`src/rtl/float2fxp_pkg.sv`:
```
// float2fxp_pkg
//   Shared types and helpers for the float2fxp_stream converter.
//   - fp_class_t : classification of an input float (zero/denormal, normal,
//                  infinity, not-a-number)
//   - sat_limits : largest and smallest two's complement value of a given width
package float2fxp_pkg;

  typedef enum logic [1:0] {
    ZERO = 2'd0,
    NORM = 2'd1,
    INF  = 2'd2,
    NAN  = 2'd3
  } fp_class_t;

  typedef struct packed {
    logic signed [63:0] max_v;
    logic signed [63:0] min_v;
  } sat_lim_t;

  // Saturation bounds of a w-bit two's complement number (w <= 63).
  function automatic sat_lim_t sat_limits(input int w);
    sat_lim_t lim;
    lim.max_v = (64'sd1 <<< (w - 1)) - 64'sd1;
    lim.min_v = -(64'sd1 <<< (w - 1));
    return lim;
  endfunction

endpackage

```
`src/rtl/float2fxp_stream_unpack.sv`:
```
// float_unpack
//   Combinational first-stage logic of float2fxp_stream: splits an
//   IEEE-754-style word into its fields, removes the exponent bias and
//   classifies the value. Denormals are reported as ZERO (flushed).
// Ports
//   in_data  in   1+WEI+WEF   {sign, exponent, fraction}
//   sign     out  1           sign bit
//   cls      out  fp_class_t  ZERO / NORM / INF / NAN
//   exp_ub   out  WEI+2       unbiased exponent, signed
//   mant     out  WEF+1       mantissa with the hidden one restored
module float_unpack
  import float2fxp_pkg::*;
#(
  parameter int WEI = 8,
  parameter int WEF = 23
) (
  input  logic [WEI+WEF:0]      in_data,
  output logic                  sign,
  output fp_class_t             cls,
  output logic signed [WEI+1:0] exp_ub,
  output logic [WEF:0]          mant
);

  localparam int EW = WEI + 2;
  localparam logic signed [EW-1:0] BIAS = EW'((2 ** (WEI - 1)) - 1);

  logic [WEI-1:0] exp_f;
  logic [WEF-1:0] frac_f;

  assign sign   = in_data[WEI+WEF];
  assign exp_f  = in_data[WEI+WEF-1:WEF];
  assign frac_f = in_data[WEF-1:0];
  assign mant   = {1'b1, frac_f};
  // Two zero bits on top keep the biased exponent positive before subtraction.
  assign exp_ub = $signed({2'b00, exp_f}) - BIAS;

  // Classify on the raw exponent field.
  always_comb begin
    cls = NORM;
    if (exp_f == '0) begin
      cls = ZERO;
    end else if (exp_f == '1) begin
      if (frac_f == '0) begin
        cls = INF;
      end else begin
        cls = NAN;
      end
    end else begin
      cls = NORM;
    end
  end

endmodule

```
`src/rtl/float2fxp_stream.sv`:
```
// float2fxp_stream
//   Streaming float -> two's complement fixed-point converter with a
//   valid/ready handshake on both sides and a user sideband carried with
//   each sample. Three pipeline stages:
//     S1 unpack/classify, S2 align shift, S3 round/negate/saturate.
//   Latency 3 cycles, throughput 1 sample/cycle, bubbles collapse.
//   Optional feature macro: FLOAT2FXP_OVF_CNT_EN adds ovf_cnt/cnt_clr and a
//   saturating count of overflowing output handshakes.
// Ports
//   clk, rstn            clock (rising edge), asynchronous active-low reset
//   in_valid/in_ready    input handshake
//   in_data, in_user     {sign, exponent, fraction} and sideband tag
//   out_valid/out_ready  output handshake
//   out_data, out_user   W-bit fixed-point result and its tag
//   overflow             result was saturated (qualified by out_valid)
//   ovf_cnt, cnt_clr     overflow counter and its synchronous clear (macro only)
module float2fxp_stream
  import float2fxp_pkg::*;
#(
  parameter int WEI   = 8,
  parameter int WEF   = 23,
  parameter int WOI   = 10,
  parameter int WOF   = 10,
  parameter int ROUND = 1,
  parameter int WU    = 4
) (
  input  logic                 clk,
  input  logic                 rstn,
  input  logic                 in_valid,
  output logic                 in_ready,
  input  logic [WEI+WEF:0]     in_data,
  input  logic [WU-1:0]        in_user,
  output logic                 out_valid,
  input  logic                 out_ready,
  output logic [WOI+WOF-1:0]   out_data,
  output logic [WU-1:0]        out_user,
  output logic                 overflow
`ifdef FLOAT2FXP_OVF_CNT_EN
  ,
  output logic [15:0]          ovf_cnt,
  input  logic                 cnt_clr
`endif
);

  localparam int W    = WOI + WOF;
  localparam int EW   = WEI + 2;
  // Width of the mantissa pre-shifted left by W; the align step only shifts right.
  localparam int BW   = WEF + 1 + W;
  localparam int SHW  = $clog2(BW);
  // Right-shift amount is TOFF - unbiased exponent (see S2 comment).
  localparam int TOFF = WOI - 1 + WEF;

  localparam sat_lim_t      LIM     = sat_limits(W);
  localparam logic [W-1:0]  SAT_MAX = LIM.max_v[W-1:0];
  localparam logic [W-1:0]  SAT_MIN = LIM.min_v[W-1:0];
  // Largest magnitudes representable for positive and negative results.
  localparam logic [W:0]    MAG_POS = {1'b0, SAT_MAX};
  localparam logic [W:0]    MAG_NEG = {1'b0, SAT_MIN};

  // ---------------- handshake ----------------
  logic s1_valid_r, s2_valid_r, out_valid_r;
  logic s1_ready_s, s2_ready_s, s3_ready_s;

  assign s3_ready_s = !out_valid_r || out_ready;
  assign s2_ready_s = !s2_valid_r  || s3_ready_s;
  assign s1_ready_s = !s1_valid_r  || s2_ready_s;
  assign in_ready   = s1_ready_s;

  // ---------------- S1: unpack/classify ----------------
  logic                 u_sign_s;
  fp_class_t            u_cls_s;
  logic signed [EW-1:0] u_exp_s;
  logic [WEF:0]         u_mant_s;

  float_unpack #(
    .WEI (WEI),
    .WEF (WEF)
  ) u_unpack (
    .in_data (in_data),
    .sign    (u_sign_s),
    .cls     (u_cls_s),
    .exp_ub  (u_exp_s),
    .mant    (u_mant_s)
  );

  logic                 s1_sign_r;
  fp_class_t            s1_cls_r;
  logic signed [EW-1:0] s1_exp_r;
  logic [WEF:0]         s1_mant_r;
  logic [WU-1:0]        s1_user_r;

  // Stage 1 register: capture the unpacked fields of an accepted sample.
  always_ff @(posedge clk or negedge rstn) begin
    if (!rstn) begin
      s1_valid_r <= 1'b0;
      s1_sign_r  <= 1'b0;
      s1_cls_r   <= ZERO;
      s1_exp_r   <= '0;
      s1_mant_r  <= '0;
      s1_user_r  <= '0;
    end else if (s1_ready_s) begin
      s1_valid_r <= in_valid;
      s1_sign_r  <= u_sign_s;
      s1_cls_r   <= u_cls_s;
      s1_exp_r   <= u_exp_s;
      s1_mant_r  <= u_mant_s;
      s1_user_r  <= in_user;
    end
  end

  // ---------------- S2: align shift ----------------
  // mag2 = floor(|value| * 2^(WOF+1)): the magnitude with one extra
  // fraction bit, which is all round-half-away-from-zero needs.
  // mag2 = (mant << W) >> t with t = WOI-1+WEF-e. t < WEF means
  // |value| >= 2^WOI, which saturates for either sign ("big").
  int          t_s;
  logic        big_s;
  logic [W:0]  mag2_s;
  logic [BW-1:0] base_s;

  // Align the mantissa to the output grid, flagging out-of-range exponents.
  always_comb begin
    t_s    = TOFF - int'(s1_exp_r);
    base_s = {s1_mant_r, {W{1'b0}}};
    big_s  = 1'b0;
    mag2_s = '0;
    if (s1_cls_r == NORM) begin
      if (t_s < WEF) begin
        big_s = 1'b1;
      end else if (t_s < BW) begin
        mag2_s = (W+1)'(base_s >> t_s[SHW-1:0]);
      end else begin
        // Everything shifts out: tiny value, magnitude rounds to zero.
        mag2_s = '0;
      end
    end else begin
      big_s  = 1'b0;
      mag2_s = '0;
    end
  end

  logic          s2_sign_r;
  fp_class_t     s2_cls_r;
  logic          s2_big_r;
  logic [W:0]    s2_mag2_r;
  logic [WU-1:0] s2_user_r;

  // Stage 2 register: aligned magnitude plus class/sign/tag.
  always_ff @(posedge clk or negedge rstn) begin
    if (!rstn) begin
      s2_valid_r <= 1'b0;
      s2_sign_r  <= 1'b0;
      s2_cls_r   <= ZERO;
      s2_big_r   <= 1'b0;
      s2_mag2_r  <= '0;
      s2_user_r  <= '0;
    end else if (s2_ready_s) begin
      s2_valid_r <= s1_valid_r;
      s2_sign_r  <= s1_sign_r;
      s2_cls_r   <= s1_cls_r;
      s2_big_r   <= big_s;
      s2_mag2_r  <= mag2_s;
      s2_user_r  <= s1_user_r;
    end
  end

  // ---------------- S3: round/negate/saturate ----------------
  logic [W:0]   mag_s;
  logic [W-1:0] res_s;
  logic         ovf_s;

  // Round the magnitude, apply the sign and clamp to the output range.
  always_comb begin
    if (ROUND != 0) begin
      mag_s = {1'b0, s2_mag2_r[W:1]} + {{W{1'b0}}, s2_mag2_r[0]};
    end else begin
      mag_s = {1'b0, s2_mag2_r[W:1]};
    end
    res_s = '0;
    ovf_s = 1'b0;
    case (s2_cls_r)
      ZERO: begin
        res_s = '0;
        ovf_s = 1'b0;
      end
      INF: begin
        res_s = s2_sign_r ? SAT_MIN : SAT_MAX;
        ovf_s = 1'b1;
      end
      NAN: begin
        res_s = SAT_MAX;
        ovf_s = 1'b1;
      end
      NORM: begin
        if (s2_big_r) begin
          res_s = s2_sign_r ? SAT_MIN : SAT_MAX;
          ovf_s = 1'b1;
        end else if (!s2_sign_r) begin
          if (mag_s > MAG_POS) begin
            res_s = SAT_MAX;
            ovf_s = 1'b1;
          end else begin
            res_s = mag_s[W-1:0];
            ovf_s = 1'b0;
          end
        end else begin
          // Magnitude 2^(W-1) negates to exactly the minimum, which is legal.
          if (mag_s > MAG_NEG) begin
            res_s = SAT_MIN;
            ovf_s = 1'b1;
          end else begin
            res_s = (~mag_s[W-1:0]) + {{(W-1){1'b0}}, 1'b1};
            ovf_s = 1'b0;
          end
        end
      end
      default: begin
        res_s = '0;
        ovf_s = 1'b0;
      end
    endcase
  end

  logic [W-1:0]  out_data_r;
  logic [WU-1:0] out_user_r;
  logic          overflow_r;

  // Output register: loads only when empty or handing over, so it holds while stalled.
  always_ff @(posedge clk or negedge rstn) begin
    if (!rstn) begin
      out_valid_r <= 1'b0;
      out_data_r  <= '0;
      out_user_r  <= '0;
      overflow_r  <= 1'b0;
    end else if (s3_ready_s) begin
      out_valid_r <= s2_valid_r;
      if (s2_valid_r) begin
        out_data_r <= res_s;
        out_user_r <= s2_user_r;
        overflow_r <= ovf_s;
      end
    end
  end

  assign out_valid = out_valid_r;
  assign out_data  = out_data_r;
  assign out_user  = out_user_r;
  assign overflow  = overflow_r;

`ifdef FLOAT2FXP_OVF_CNT_EN
  logic [15:0] ovf_cnt_r;

  // Count overflowing output handshakes, sticking at all-ones; clear wins.
  always_ff @(posedge clk or negedge rstn) begin
    if (!rstn) begin
      ovf_cnt_r <= 16'd0;
    end else if (cnt_clr) begin
      ovf_cnt_r <= 16'd0;
    end else if (out_valid_r && out_ready && overflow_r && (ovf_cnt_r != 16'hFFFF)) begin
      ovf_cnt_r <= ovf_cnt_r + 16'd1;
    end
  end

  assign ovf_cnt = ovf_cnt_r;
`endif

endmodule

```
`config.mk`:
```
export PLATFORM = sky130hd
export DESIGN_NAME = float2fxp_stream
export DESIGN_NICKNAME = d
export VERILOG_FILES = /design/src/rtl/float2fxp_pkg.sv /design/src/rtl/float2fxp_stream_unpack.sv /design/src/rtl/float2fxp_stream.sv
export SDC_FILE = /design/constraint.sdc
export NUM_CORES = 1
export LEC_CHECK = 0
export CAP_MARGIN = 20
export CORE_MARGIN = 2
export CORE_UTILIZATION = 53
export DETAILED_ROUTE_END_ITERATION = 16
export PLACE_DENSITY = 0.82
export SKIP_CTS_REPAIR_TIMING = 1
export SYNTH_ARGS = -nofsm -noshare
export SYNTH_HDL_FRONTEND = slang
export SYNTH_HIERARCHICAL = 1
export SYNTH_SLANG_ARGS = --single-unit
```
`constraint.sdc`:
```
create_clock -name clk -period 3 [get_ports clk]
set_input_delay 0.45 -clock clk [delete_from_list [all_inputs] [get_ports clk]]
set_output_delay 0.45 -clock clk [all_outputs]
set_load 0.005 [all_outputs]
```
Word level (Yosys, flattened, before mapping)
Index checks and enable logic that the tools add are counted.

Register bits: 97. Logic and storage cells: 61. Output and inout port bits: 27.

Bitwise logic cells: 1. Reduce and logical (&&, ||, !) cells: 11. Eq/ne operators: 5. Shift-type cells: 1. Add/subtract/negate cells: 4. $lt $le $gt $ge: 4. Muxes and demuxes: 19.

Operator list (number): 2-to-1 mux 20 bit (5); one-hot mux 20 bit (4 select lines) (1); 2-to-1 mux 21 bit (3); >> shifter 44 x 6 -> 21 bit (1); logical NOT 23 bit (1); adder 20 x 1 -> 21 bit (1); greater-than comparator 21 x 19 -> 1 bit (second input constant) (1); greater-than comparator 21 x 20 -> 1 bit (second input constant) (1); adder 20 x 1 -> 20 bit (second input constant) (1); NOT 20 bit (1); < comparator 10 x 6 -> 1 bit (second input constant) (1); < comparator 10 x 7 -> 1 bit (second input constant) (1); subtractor 7 x 9 -> 10 bit (first input constant) (1); subtractor 8 x 7 -> 9 bit (second input constant) (1); equality test 8 bit (second input constant) (1); logical NOT 8 bit (1); 2-to-1 mux 1 bit (7); equality test 2 x 1 -> 1 bit (second input constant) (2); equality test 2 bit (second input constant) (2); 2-to-1 mux 2 bit (2); logical NOT 1 bit (3); logical OR 1 bit (3); one-hot mux 1 bit (3 select lines) (1); logical NOT 2 bit (1); 2 further kinds (2).

Longest topological paths before layout
Gate-level depths: netlist of run 1.

Word-level depth: 7. Depth in mapped cells: 16. Gate-level depth less buffers: 12.

By module
The synthesis of run 1 kept the hierarchy.

Modules (own cells, without submodules): float2fxp_stream (sequential area each 2452.4 um2, times used 1, cells each 785, area each 6957.9 um2); float_unpack (sequential area each 0.0 um2, times used 1, cells each 62, area each 425.4 um2).

Worst setup path before layout of run 1
No wires, ideal clock.

Path type: register to register. From: register s2_mag2_r[0]. To: register out_data_r[14] (netlist: out_data[14]). Stages on the path, launching flop included: 14. Period minus slack after synthesis: 3.233 ns. Path slack: -0.233 ns. Data arrival time: 3.107 ns. Cell sequence: dfrtp_1 ha_1 buf_2 clkbuf_1 xor2_1 inv_1 ha_1 and3_1 o2bb2ai_1 nand4bb_1 o41a_1 o31ai_1 a2111o_1 a221o_1.

Word-level cells in the longest chain between the ends: 7.

Ends and longest elaborated chain: start: declaration (RTL line float2fxp_stream.sv:145) `logic [W:0] s2_mag2_r;`; start signal: assignment (RTL line float2fxp_stream.sv:162) `s2_mag2_r <= mag2_s;`; adder 20 x 1 -> 21 bit (*) (RTL line float2fxp_stream.sv:175) `mag_s = {1'b0, s2_mag2_r[W:1]} + {{W{1'b0}}, s2_mag2_r[0]};`; NOT 20 bit (RTL line float2fxp_stream.sv:212) `res_s = (~mag_s[W-1:0]) + {{(W-1){1'b0}}, 1'b1};`; adder 20 x 1 -> 20 bit (RTL line float2fxp_stream.sv:212); 2-to-1 mux 20 bit (RTL line float2fxp_stream.sv:208) `if (mag_s > MAG_NEG) begin`; 2-to-1 mux 20 bit (*) (RTL line float2fxp_stream.sv:198) `end else if (!s2_sign_r) begin`; 2-to-1 mux 20 bit (*) (RTL line float2fxp_stream.sv:195) `if (s2_big_r) begin`; one-hot mux 20 bit (4 select lines) (*) (RTL line float2fxp_stream.sv:181) `case (s2_cls_r)`; end signal: assignment (RTL line float2fxp_stream.sv:238) `out_data_r <= res_s;`; end: declaration (RTL line float2fxp_stream.sv:224) `logic [W-1:0] out_data_r;`.

Every way passes the cells marked *; elsewhere a longest branch is shown, timed or not. A chain may end at the register's enable or synchronous reset.

Worst setup path in the final report of run 1
From: register s2_mag2_r[0]. To: register out_data_r[19] (netlist: out_data[19]).

The elaborated chain is that of the path after synthesis.

==> flow_summary.toml, run 1 <==
[status]
outcome = "complete, but fails checks"
violations = "negative setup slack"

[critical_path]
cp_cell_sequence = "ha_2, buf_6, nand3_2, or4_4, o2bb2ai_4, nand4bb_4, or2_4, o31ai_4, buf_12, a21oi_1, a211o_1"
timing.critical_path.required_ns = 3.24
critPathMaxFanout = 7
crit_path_start_kind = "flop"
worst_setup_path_end_kind = "flop"
criticalPathCategory = "reg -> reg"
critical-path-max-stage-delay_ns = 0.57
worstPathArrival_ns = 3.34
cpMaxStageDelayCell = "or4_4"

[timing]
final_max_slew_viol_count = 0
fin_crit_sh_pct = 103.3
rsz_0062_raised_after_global_routing = "true"
timing.slew.headroom_pct = 54.89
max_freq_mhz = 322.7
worst_clock_skew_ns = 0.006830
setup_slack_ns = -0.09852
setup_tns_ns = -0.6334
setup-violations-final = 14
final.min_clock_period_ns = 3.099
hold_viol_final = 0
timing_worst_slew_pin_value_ns = 0.6705

[clocking]
root_buffer = "clkbuf_16"
cts_made_buffers = 9
clkLatencyLatePin_ns = 0.36
cts.reportedPaths.clkPinSlew_ns = 0.07
cts_tree = "done"
cts_max_level = 3
clock_tree.buffer_depth = 2
cts.sink_count = 98

[layout]
final_nets = 989
flow.area_growth_from_synthesis_pct = 26.42
layout-drive-gt1-share_pct = 25.77
antenna_diode_count = 0

[grt]
grt_remaining_overflow = 0
first_pass_grt_wire_length_um = 32350
initial_antenna_violation_count = 0
grt_start_max_net_pins = 80
grt_util_all_layers_pct = 27.03
first_global_vias = 6673

[yosys]
yosys_warnings = 6
synth.avg_cell_area_sq_um = 8.717
netlist_instances = 847
synthDistinctLibCells = 76
yosys-top-cells-area = "dfrtp_1 (33%), mux2_2 (7.9%), nand2_1 (5.5%), mux2i_1 (5.2%), o21ai_0 (3.6%)"
synth_area_leader_cell = "dfrtp_1"
yosysSeqAreaShare_pct = 33.21
synth.most_common_cell = "nand2_1"
ys_dominant_reg_cell = "dfrtp_1"
synth.ff_latch_count = 98
edff_count_synth = 0
synth_nets = 894
post-synth-top-area-fraction_pct = 33.21
synth.top_cells.by_count = "nand2_1 (109), dfrtp_1 (98), o21ai_0 (53), a21oi_1 (52), mux2_2 (52)"
async_reset_ff_share_pct = 100.0
syn-cell-area_sq_um = 7383

[flow_run]
drv_cap = 0

[route]
drt-initial-drc-count = 645
final_routed_wirelength_um = 20860
routedWlPerCell_um = 18.51
detail_route.first_pass.iterations = 6
viasPerCell = 6.339
drt.antenna.violating_nets = 0
drc = 0
via_count = 7144

[placed_design]
place_worst_setup_slack_ns = -0.4002
port-buffer-count = 66
dp_hpwl_um = 14480
gp_congestion = 1.002

[pwr]
leakagePower_uw = 0.003902
total_power_uw = 4762
vdd.ir_drop.worst_v = 0.0004082
total_power_density_per_cell_area_nw_per_um2 = 510.1

[floorplan]
placementRows = 43
die_h_um = 122.0
horizontal_die_dimension_um = 122.0
ioPinCount = 67
die_area_sq_um = 14890
coreArea_sq_um = 13720
floorplan.initialDensity_pct = 53.82

[min_path]
holdCritPathClass = "reg -> reg"
-- final timing paths --
| kind | to | cells past startpoint | slack [ns] | start |
|---|---|---|---|---|
| worst max-delay path | out_data[19] | 11 | -0.1 | s2_mag2_r[0] |
| worst min-delay path | out_user[0] | 2 | 0.47 | s2_user_r[0] |
| worst max register to register | out_data[19] | 11 | -0.1 | s2_mag2_r[0] |
| worst min register to register | out_user[0] | 2 | 0.47 | s2_user_r[0] |
| max in group asynchronous | s2_mag2_r[4] | 3 | 1.79 | rstn |
| min in group asynchronous | out_data[2] | 2 | 0.51 | rstn |
-- per-layer routing --
metal | vias up | GRT usage [%] | share of wire, %
li1 | 3309 | - | -
met1 | 3411 | 33.14 | 40
met2 | 330 | 46.96 | 50
met3 | 94 | 3.558 | 5.3
met4 | 0 | 12.93 | 5.0
met5 | - | 0 | 0
-- cells in the final DEF, fill, tap and decap left out, types with 22 or more instances in the layout --
cell,instances
xnor2_1,22
buf_4,97
dfrtp_1,96
nand2_1,106
clkdlybuf4s50_1,65
nor2_1,38
a21oi_1,46
nand3_1,31
o21ai_0,48
mux2i_1,38
mux2_2,51
-- power by group --
group	internal (uW)	leakage (uW)	switching, uW
logic	837	0.00254	1010
clock network	757	0.000157	531
registers	1500	0.00121	129
total	3090	0.00390	1670
-- final cells by class --
cell class / instances / area (sq um)
multi-input cells: 644 / 4766
fillers: 1046 / 4385
flip-flops and latches: 98 / 2455
repair buffers: 171 / 1500
clock buffers: 12 / 246.5
well taps: 180 / 225.2
clock inverters: 4 / 73.82
inverters: 18 / 67.56
-- per-stage QoR --
step	instance area, sq um	std cells	utilization (%)	hold slack, ns
floorplan	7412	847	-	0.1544
global placement	8579	1101	62.54	0.3397
detailed placement	8579	1101	62.54	0.3433
CTS	8900	1117	64.87	-0.02993
global route	9334	1127	68.03	0.4918
finish	9334	1127	68.03	0.4716
-- sequential cells by signal, indices dropped and copies added, names as in the netlist --
signal / count
s2_sign_r: 1
s1_user_r: 4
s1_valid_r: 1
s1_mant_r: 24
out_user: 4
s2_cls_r: 2
overflow: 1
out_valid: 1
out_data: 20
s1_cls_r: 2
s1_exp_r: 10
s2_user_r: 4
s2_valid_r: 1
s2_mag2_r: 21
s1_sign_r: 1
s2_big_r: 1
-- critical path, delay by kind of cell (launching register included) --
kind / cells / cell delay [ns]
and+or+nand+nor: 4 / 1.17
AOI/OAI and AO/OA: 4 / 0.92
DFF: 1 / 0.38
buffers and inverters: 2 / 0.31
adders and majority gates: 1 / 0.21
-- cell families (layout without fill, tap and decap cells) --
logic type / Yosys count / after routing / synth area share [%]
DFF: 98 / 98 / 33.21
buffers and inverters: 106 / 205 / 7.117
and+or+nand+nor: 285 / 285 / 19.42
adders and majority gates: 7 / 7 / 1.186
AOI/OAI and AO/OA: 216 / 217 / 19.49
xor gates and xnor gates: 38 / 38 / 4.609
muxes: 96 / 96 / 14.91
other: 1 / 1 / 0.05079
No activity file was read; power rests on OpenSTA's default activity.
==> inputs of run 2 (changes only) <==
--- a/config.mk
+++ b/config.mk
@@ -8,6 +8,8 @@
 export CAP_MARGIN = 20
+export CELL_PAD_IN_SITES_DETAIL_PLACEMENT = 0
+export CELL_PAD_IN_SITES_GLOBAL_PLACEMENT = 1
 export CORE_MARGIN = 2
-export CORE_UTILIZATION = 53
+export CORE_UTILIZATION = 41
 export DETAILED_ROUTE_END_ITERATION = 16
-export PLACE_DENSITY = 0.82
+export PLACE_DENSITY = 0.83
 export SKIP_CTS_REPAIR_TIMING = 1
==> constraint.sdc (replaced) <==
create_clock -name clk -period 3 [get_ports clk]
set_input_delay 0.3 -clock clk [delete_from_list [all_inputs] [get_ports clk]]
set_output_delay 0.3 -clock clk [all_outputs]
set_load 0.005 [all_outputs]
==> run 2 against run 1 <==
The run still ends with negative setup slack left. Largest power group unchanged. Critical path type unchanged. Highest routed layer unchanged. Maximum frequency rose by 1.5%. Critical path depth rose by 1. Via count fell by 6.3%. Largest cell class unchanged.
==> flow_summary.toml, run 2 (synthesis results as in run 1) <==
[status]
outcome = "complete, but fails checks"
violations = "negative setup slack"

[grt]
first_pass_grt_wire_length_um = 31720
grt_util_all_layers_pct = 19.88
grt_start_max_net_pins = 49
initial_antenna_violation_count = 0
grt_remaining_overflow = 0
first_global_vias = 6258

[layout]
most-common-layout-cells = "nand2_1 (108), dfrtp_1 (96), buf_4 (79), clkdlybuf4s50_1 (65), mux2_2 (52)"
antenna_diode_count = 0
most_common_library_cell_in_the_layout_ignoring_fill_and_taps = "nand2_1"
register_with_the_highest_flop_count = "s1_mant_r"
flow.area_growth_from_synthesis_pct = 23.39
final-instance-count-excl-fill = 1158
largest_register_ffs = 24
final_nets = 971
layout-drive-gt1-share_pct = 22.71

[floorplan]
die_h_um = 138.2
ioPinCount = 67
placementRows = 49
horizontal_die_dimension_um = 138.2
floorplan.initialDensity_pct = 41.38
coreArea_sq_um = 17840
die_area_sq_um = 19100

[pwr]
vdd.ir_drop.worst_v = 0.0002921
internal_power_component_uw = 2981
total_power_density_per_cell_area_nw_per_um2 = 510.5
leakagePower_uw = 0.003765
seq_power_share_pct = 34.9
combPwrFrac_pct = 38.4
p_sw_share_pct = 35.91
power.net_switching_uw = 1670
clkPwrFrac_pct = 26.8

[route]
drt.antenna.violating_nets = 0
detail_route.first_pass.iterations = 7
drt-initial-drc-count = 491
drc = 0
final_routed_wirelength_um = 19220
via_count = 6694
viasPerCell = 5.781
routedWlPerCell_um = 16.60

[critical_path]
timing.critical_path.required_ns = 3.25
crit_path_start_kind = "flop"
critPathMaxFanout = 6
worst_setup_path_end_kind = "flop"
criticalPathCategory = "reg -> reg"
worstPathArrival_ns = 3.31

[clocking]
cts_made_buffers = 9
root_buffer = "clkbuf_16"
cts.sink_count = 98
cts_tree = "done"
clock_tree.buffer_depth = 2
cts.reportedPaths.clkPinSlew_ns = 0.08
clkLatencyLatePin_ns = 0.36
cts_max_level = 3

[placed_design]
dp_hpwl_um = 14530
place_worst_setup_slack_ns = -0.04782
gp_congestion = 0.9314
port-buffer-count = 66
post-place-cells = 1126

[timing]
max_freq_mhz = 327.6
hold_viol_final = 0
timing_worst_slew_pin_value_ns = 0.6724
worst_clock_skew_ns = 0.005174
worst_hold_check_slack_ns = 0.4652
timing.slew.headroom_pct = 54.90
fin_crit_sh_pct = 101.7
setup_slack_ns = -0.05242
final_max_slew_viol_count = 0
setup-violations-final = 2
rsz_0062_raised_after_global_routing = "true"
setup_tns_ns = -0.07039
final.min_clock_period_ns = 3.052

[min_path]
holdCritPathClass = "reg -> reg"

[flow_run]
drv_cap = 0
[run 2: final timing paths]
kind | start | to | slack, ns | cells past startpoint
worst min-delay path | s2_user_r[0] | out_user[0] | 0.47 | 2
min in group asynchronous | rstn | out_data[0] | 0.50 | 2
worst max-delay path | s2_mag2_r[1] | out_data[16] | -0.05 | 12
max in group asynchronous | rstn | s1_mant_r[13] | 1.72 | 3
worst min register to register | s2_user_r[0] | out_user[0] | 0.47 | 2
worst max register to register | s2_mag2_r[1] | out_data[16] | -0.05 | 12
[run 2: cell type report]
class	instances	area (sq um)
clock buffers	9	225.2
clock inverters	7	81.33
fillers	1678	8731
inverters	18	67.56
multi-input cells	644	4619
flip-flops and latches	98	2455
well taps	229	286.5
repair buffers	153	1375
[run 2: metrics by stage]
step	area [sq um]	util [%]	power [uW]
after global routing	9110	51.06	4929
after detailed placement	8468	47.46	3399
after CTS	8775	49.18	4639
after global placement	8468	47.46	3387
after floorplan	7412	-	2751
final	9110	51.06	4651
[run 2: worst max-delay path, stage by stage (launching register included)]
cell,delay (ns)
dfrtp_2,0.43
ha_4,0.19
clkbuf_16,0.14
nand3_1,0.12
or4_4,0.51
o2bb2ai_2,0.16
nand4bb_4,0.21
o41a_1,0.42
o31ai_2,0.07
buf_4,0.20
buf_6,0.12
a21oi_4,0.05
o41ai_2,0.32
[run 2: power by group through the flow]
stage	clock (uW)	combinational [uW]	sequential, uW
finish	1240	1790	1620
global route	1320	1960	1650
CTS	1260	1750	1620
detailed placement	0	1750	1650
global placement	0	1750	1640
floorplan	0	1130	1620
[run 2: metal layers]
| layer | GRT usage [%] | wire length, um | part of all wire (%) |
|---|---|---|---|
| met5 | 0 | 0 | 0 |
| met4 | 6.874 | 624 | 3.2 |
| met3 | 3.014 | 838 | 4.4 |
| met2 | 31.61 | 9014 | 47 |
| met1 | 27.83 | 8744 | 45 |
